--- src/rtl/button_pkg.sv ---
// Shared constants for the push-button conditioning path: debounce state codes and default timings.
package button_pkg;

    localparam logic [1:0] ST_IDLE         = 2'b00;
    localparam logic [1:0] ST_PRESS_WAIT   = 2'b01;
    localparam logic [1:0] ST_PRESSED      = 2'b10;
    localparam logic [1:0] ST_RELEASE_WAIT = 2'b11;

    localparam int CLK_HZ = 50_000_000;

    // 20 ms of stable level to accept a change, 1 s of holding for a long press.
    localparam int DEBOUNCE_CYCLES_DEF = CLK_HZ / 50;
    localparam int LONG_CYCLES_DEF     = CLK_HZ;

endpackage

--- src/rtl/sync_2ff.sv ---
// Two-flop synchroniser for a single asynchronous bit, with a configurable reset value.
module sync_2ff #(
    parameter logic RESET_VAL = 1'b0
) (
    input  logic i_clk,
    input  logic i_reset,
    input  logic i_d,
    output logic o_q
);

    logic r_meta;
    logic r_sync;

    always_ff @(posedge i_clk) begin
        if (i_reset) begin
            r_meta <= RESET_VAL;
            r_sync <= RESET_VAL;
        end else begin
            r_meta <= i_d;
            r_sync <= r_meta;
        end
    end

    assign o_q = r_sync;

endmodule

--- src/rtl/button_conditioner.sv ---
// Turns one raw push-button pin into a debounced level, press/release/long-press pulses
// and a sticky request that stays up until a slower consumer acknowledges it.
module button_conditioner
    import button_pkg::*;
#(
    parameter bit ACTIVE_LOW      = 1'b1,
    parameter int DEBOUNCE_CYCLES = DEBOUNCE_CYCLES_DEF,
    parameter int LONG_CYCLES     = LONG_CYCLES_DEF
) (
    input  logic       i_clk,
    input  logic       i_reset,
    input  logic       i_btn_raw,
    input  logic       i_ack,
    output logic       o_level,
    output logic       o_press,
    output logic       o_release,
    output logic       o_hold,
    output logic       o_long_press,
    output logic [1:0] o_state_out
);

    localparam int DCNT_W = $clog2(DEBOUNCE_CYCLES);
    localparam int LCNT_W = $clog2(LONG_CYCLES);

    logic              w_pressedRaw;
    logic              w_sync;
    logic              w_dcntDone;
    logic              w_pressEvent;
    logic              w_releaseEvent;
    logic [1:0]        r_state;
    logic [DCNT_W-1:0] r_dcnt;
    logic [LCNT_W-1:0] r_lcnt;
    logic              r_longDone;
    logic              r_level;
    logic              r_press;
    logic              r_release;
    logic              r_hold;
    logic              r_longPress;

    // Normalise polarity before synchronising so 0 always means released.
    assign w_pressedRaw = i_btn_raw ^ ACTIVE_LOW;

    sync_2ff #(
        .RESET_VAL(1'b0)
    ) u_sync (
        .i_clk  (i_clk),
        .i_reset(i_reset),
        .i_d    (w_pressedRaw),
        .o_q    (w_sync)
    );

    assign w_dcntDone     = (r_dcnt == DCNT_W'(DEBOUNCE_CYCLES - 1));
    assign w_pressEvent   = (r_state == ST_PRESS_WAIT) && w_sync && w_dcntDone;
    assign w_releaseEvent = (r_state == ST_RELEASE_WAIT) && !w_sync && w_dcntDone;

    // Any sample that disagrees with the pending level drops back and restarts the count.
    always_ff @(posedge i_clk) begin
        if (i_reset) begin
            r_state <= ST_IDLE;
            r_dcnt  <= '0;
        end else begin
            case (r_state)
                ST_IDLE: begin
                    if (w_sync) begin
                        r_state <= ST_PRESS_WAIT;
                        r_dcnt  <= DCNT_W'(1);
                    end
                end
                ST_PRESS_WAIT: begin
                    if (!w_sync) begin
                        r_state <= ST_IDLE;
                        r_dcnt  <= '0;
                    end else if (w_dcntDone) begin
                        r_state <= ST_PRESSED;
                        r_dcnt  <= '0;
                    end else begin
                        r_dcnt <= r_dcnt + 1'b1;
                    end
                end
                ST_PRESSED: begin
                    if (!w_sync) begin
                        r_state <= ST_RELEASE_WAIT;
                        r_dcnt  <= DCNT_W'(1);
                    end
                end
                ST_RELEASE_WAIT: begin
                    if (w_sync) begin
                        r_state <= ST_PRESSED;
                        r_dcnt  <= '0;
                    end else if (w_dcntDone) begin
                        r_state <= ST_IDLE;
                        r_dcnt  <= '0;
                    end else begin
                        r_dcnt <= r_dcnt + 1'b1;
                    end
                end
                default: begin
                    r_state <= ST_IDLE;
                    r_dcnt  <= '0;
                end
            endcase
        end
    end

    // A fresh press outranks a simultaneous acknowledge so no request is ever lost.
    always_ff @(posedge i_clk) begin
        if (i_reset) begin
            r_level   <= 1'b0;
            r_press   <= 1'b0;
            r_release <= 1'b0;
            r_hold    <= 1'b0;
        end else begin
            r_press   <= w_pressEvent;
            r_release <= w_releaseEvent;
            if (w_pressEvent) begin
                r_level <= 1'b1;
            end else if (w_releaseEvent) begin
                r_level <= 1'b0;
            end
            if (w_pressEvent) begin
                r_hold <= 1'b1;
            end else if (i_ack && !r_press) begin
                r_hold <= 1'b0;
            end
        end
    end

    // The counter parks at its top value; the done flag keeps it to one pulse per press.
    always_ff @(posedge i_clk) begin
        if (i_reset) begin
            r_lcnt      <= '0;
            r_longDone  <= 1'b0;
            r_longPress <= 1'b0;
        end else begin
            r_longPress <= 1'b0;
            if (w_pressEvent) begin
                r_lcnt     <= '0;
                r_longDone <= 1'b0;
            end else if ((r_state == ST_PRESSED) || (r_state == ST_RELEASE_WAIT)) begin
                if (r_lcnt == LCNT_W'(LONG_CYCLES - 1)) begin
                    if (!r_longDone) begin
                        r_longPress <= 1'b1;
                        r_longDone  <= 1'b1;
                    end
                end else begin
                    r_lcnt <= r_lcnt + 1'b1;
                end
            end
        end
    end

    assign o_level      = r_level;
    assign o_press      = r_press;
    assign o_release    = r_release;
    assign o_hold       = r_hold;
    assign o_long_press = r_longPress;
    assign o_state_out  = r_state;

endmodule

--- config.mk ---
export PLATFORM = sky130hd
export DESIGN_NAME = button_conditioner
export DESIGN_NICKNAME = d
export VERILOG_FILES = /design/src/rtl/button_pkg.sv /design/src/rtl/sync_2ff.sv /design/src/rtl/button_conditioner.sv
export SDC_FILE = /design/constraint.sdc
export NUM_CORES = 1
export LEC_CHECK = 0
export CAP_MARGIN = 20
export CORE_ASPECT_RATIO = 1.5
export CORE_MARGIN = 1.5
export CORE_UTILIZATION = 30
export CTS_BUF_LIST = sky130_fd_sc_hd__clkbuf_8
export DETAILED_ROUTE_END_ITERATION = 12
export PLACE_DENSITY = 0.52
export RECOVER_POWER = 50
export SLEW_MARGIN = 20
export SYNTH_ARGS = -nofsm -noshare
export SYNTH_HDL_FRONTEND = slang
export SYNTH_SLANG_ARGS = --single-unit
--- constraint.sdc ---
create_clock -name i_clk -period 6.1 [get_ports i_clk]
set_input_delay 0.915 -clock i_clk [delete_from_list [all_inputs] [get_ports i_clk]]
set_output_delay 0.915 -clock i_clk [all_outputs]
set_load 0.03 [all_outputs]
==> impl_results.md <==
- Result of the run: finished, final reports clean
- Reg clk slew, reported paths: 0.10 ns
- Final hold violation count: 0
- TritonCTS buffer count: 5
- Power density over the cells: 212.3 nW/um2
- Wire length of the first global-routing pass: 11040 um
- Crit path arrival time: 3.22 ns
- Summed negative setup slack over all endpoints: 0 ns
- Final GP Congestion: 0.7675
- Routed via count divided by cell count: 5.536
- Cell area after layout: 3073 um2
- Later-pin clock latency in the skew report: 0.31 ns
- Number of nets produced by synthesis: 347
- Grt met1 use: 16.04%
- Starting density of the core: 30.67%
- Post-CTS Hold Fix Bufs: 0
- Critical Path Start: r_dcnt[0]
- Global-route total usage across every layer: 14.21%
- Nets@finish: 348
- Hold path startpoint: r_longDone
- Normalized max-slew margin: 29.99%
- Remaining design rule violation count: 0
- Boundary Pins: 11
- First DRT Iteration DRCs: 111
- Min-Delay Path Class: register to register
- Global route hottest layer: met2
- Total core area: 9146 um2
- Clk Tree Root Cell: clkbuf_8
- R2R Setup Slk: 3.05 ns
- Met3 track demand over resource in global routing: 2.707%
- Die Footprint: 9952 um2
- Hold-critical path depth: 1
- First-pass iteration count of the detailed router: 4
- CTS tree: yes
- Count of final setup violators: 0
- Final clock period utilization by the worst path: 50.05%
- Level count of the clock H-tree: 2
- Met2 track demand over resource: 25.77%
- Number of standard-cell rows in the floorplan: 43
- Number of antenna violations at the first check in global routing: 0
- Fraction of the yosys area taken by sequential cells: 39.96%
- Crit path capture type: register
- Number of antenna diodes: 0
- Count of different cell masters after synthesis: 51
- Setup clock skew after layout: 0.01073 ns
- Largest cells by area after synthesis: dfxtp_1 40%, a21oi_1 4.1%, a31oi_1 3.6%, o21ai_0 3.6%, nand2_1 3.5%
- Sink Count: 56
- Post-synthesis instance area: 2805 um2
- Yosys warns: 0
- Area share of the largest cell type after synthesis: 39.96%
- Async set-or-reset flop fraction in the synthesized netlist: 0%
- ANT nets after route: 0
- Synth area leader: dfxtp_1
- Average instance area after synthesis: 8.226 um2
- Depth of the most critical reg-to-reg path: 6
- Cell with the most instances after synthesis: dfxtp_1
- DR WL/cell: 14.54 um
- Overall die width: 81.96 um
- Ranking of synthesized cells by instance count: 56 x dfxtp_1, 26 x nand2_1, 26 x nor2_1
- Total leakage power: 0.9359 nW
- Post-synthesis instance total: 341
- Number of port buffers: 10
- Type of element launching the critical path: register
- Area after DPL: 2954 um2
- GRT overflow: 0
- Area growth from synthesis to layout: 9.545%
- Largest voltage drop on the vdd net: 0.0001072 V
- Leading register cell type out of synthesis: dfxtp_1
- Post-route setup slack: 3.047 ns
- Placed wire-length estimate after detailed placement: 4762 um
- Number of enable flip-flop cells after synthesis: 0
- Total via count after detailed routing: 2519
- Post-CTS sizing: 0
- Maximum clock rate: 327.5 MHz
- Final Critical Period: 3.053 ns
- RSZ-0062 raised after global routing: no
- Synthesized flop and latch total: 56
- Pin count of the biggest net entering global routing: 29
- Pre-CTS setup slack: 3.039 ns
- Endpoint of the worst register-to-register path: o_long_press
- Data required time of the worst path: 6.26 ns
- Biggest fanout along the worst timing path: 28
- Crit Path Category: register to register
- Max Transition Viols Final: 0
- Reg2Reg Launch Point: r_dcnt[0]
- Setup repair bufs after CTS: 0
- Transition time of the tightest slew-check pin: 1.050 ns
- Vias in the first global route: 2294
- Max-cap viol count: 0
- Buffer depth of the longest clock path: 2
- Hold Path Sink: o_long_press
- Fraction of final layout cells with drive strength greater than 1: 3.790%
- Detailed Route WL: 6616 um
- Die Ht: 121.4 um
-- worst max-delay path: stages (launching register included) --
cell and delay, ns:
dfxtp_1 0.41, ha_1 0.24, and3_1 0.27, nand2_1 0.13
nor4_1 0.78, a31o_1 0.95, nor3b_1 0.11
-- metal layers --
metal,share of wire [%],vias up
li1,-,1276
met1,43,1208
met5,0,-
met2,54,31
met3,1.7,4
met4,0.98,0
-- where the power goes --
part	internal, mW	switching (mW)	leakage, nW
registers	0.368	0.00314	0.452
logic	0.00814	0.0145	0.423
clock network	0.134	0.124	0.0614
-- placed cells by master, fill, tap and decap left out, drive strengths merged, types with 7 or more instances in the layout --
cell / count
nand3: 16
or4: 12
nor4: 7
nor3: 11
dfxtp: 56
o21ai: 21
nand2: 26
dlygate4sd3: 8
and3: 8
inv: 12
nor2: 26
nand4: 16
or3: 13
a31oi: 16
a21oi: 23
xor2: 7
-- through the flow --
stage / cells / hold slack [ns] / total power [mW] / util, %
floorplan: 341 / 0.3986 / 0.3965 / -
global placement: 447 / 0.4101 / 0.4029 / 32.30
detailed placement: 447 / 0.4134 / 0.4032 / 32.30
CTS: 455 / 0.4301 / 0.6625 / 33.63
global route: 455 / 0.4647 / 0.6803 / 33.60
finish: 455 / 0.4306 / 0.6524 / 33.60
-- sequential cells by signal, summed over array words and instances, names as in the netlist, named ones only --
register / flops
o_release: 1
r_dcnt: 20
u_sync.o_q: 1
o_level: 1
o_long_press: 1
r_lcnt: 26
o_hold: 1
u_sync.r_meta: 1
r_longDone: 1
o_press: 1
o_state_out: 1
-- logic make-up after synthesis --
group / Yosys count / share of synthesized area, %
buf+inv: 29 / 5.129
fa+ha+maj: 2 / 0.8919
xor+xnor: 11 / 3.434
mux: 3 / 1.071
simple gates: 157 / 31.53
flops: 56 / 39.96
compound gates: 83 / 17.98
-- area by class of cell --
| cell class | instances | area (um2) |
|---|---|---|
| repair buffers | 11 | 107.6 |
| clock inverters | 2 | 38.79 |
| inverters | 12 | 45.04 |
| flip-flops and latches | 56 | 1121 |
| well taps | 112 | 140.1 |
| clock buffers | 6 | 82.58 |
| multi-input cells | 256 | 1538 |
| fillers | 1006 | 6073 |
-- worst max path at each step --
stage and end:
2_1_floorplan r_dcnt[17], 3_3_place_gp r_dcnt[14], 3_5_place_dp r_dcnt[14], 4_1_cts r_dcnt[14], 5_1_grt r_lcnt[2], 6_report o_long_press
No activity file was read; power rests on OpenSTA's default activity.
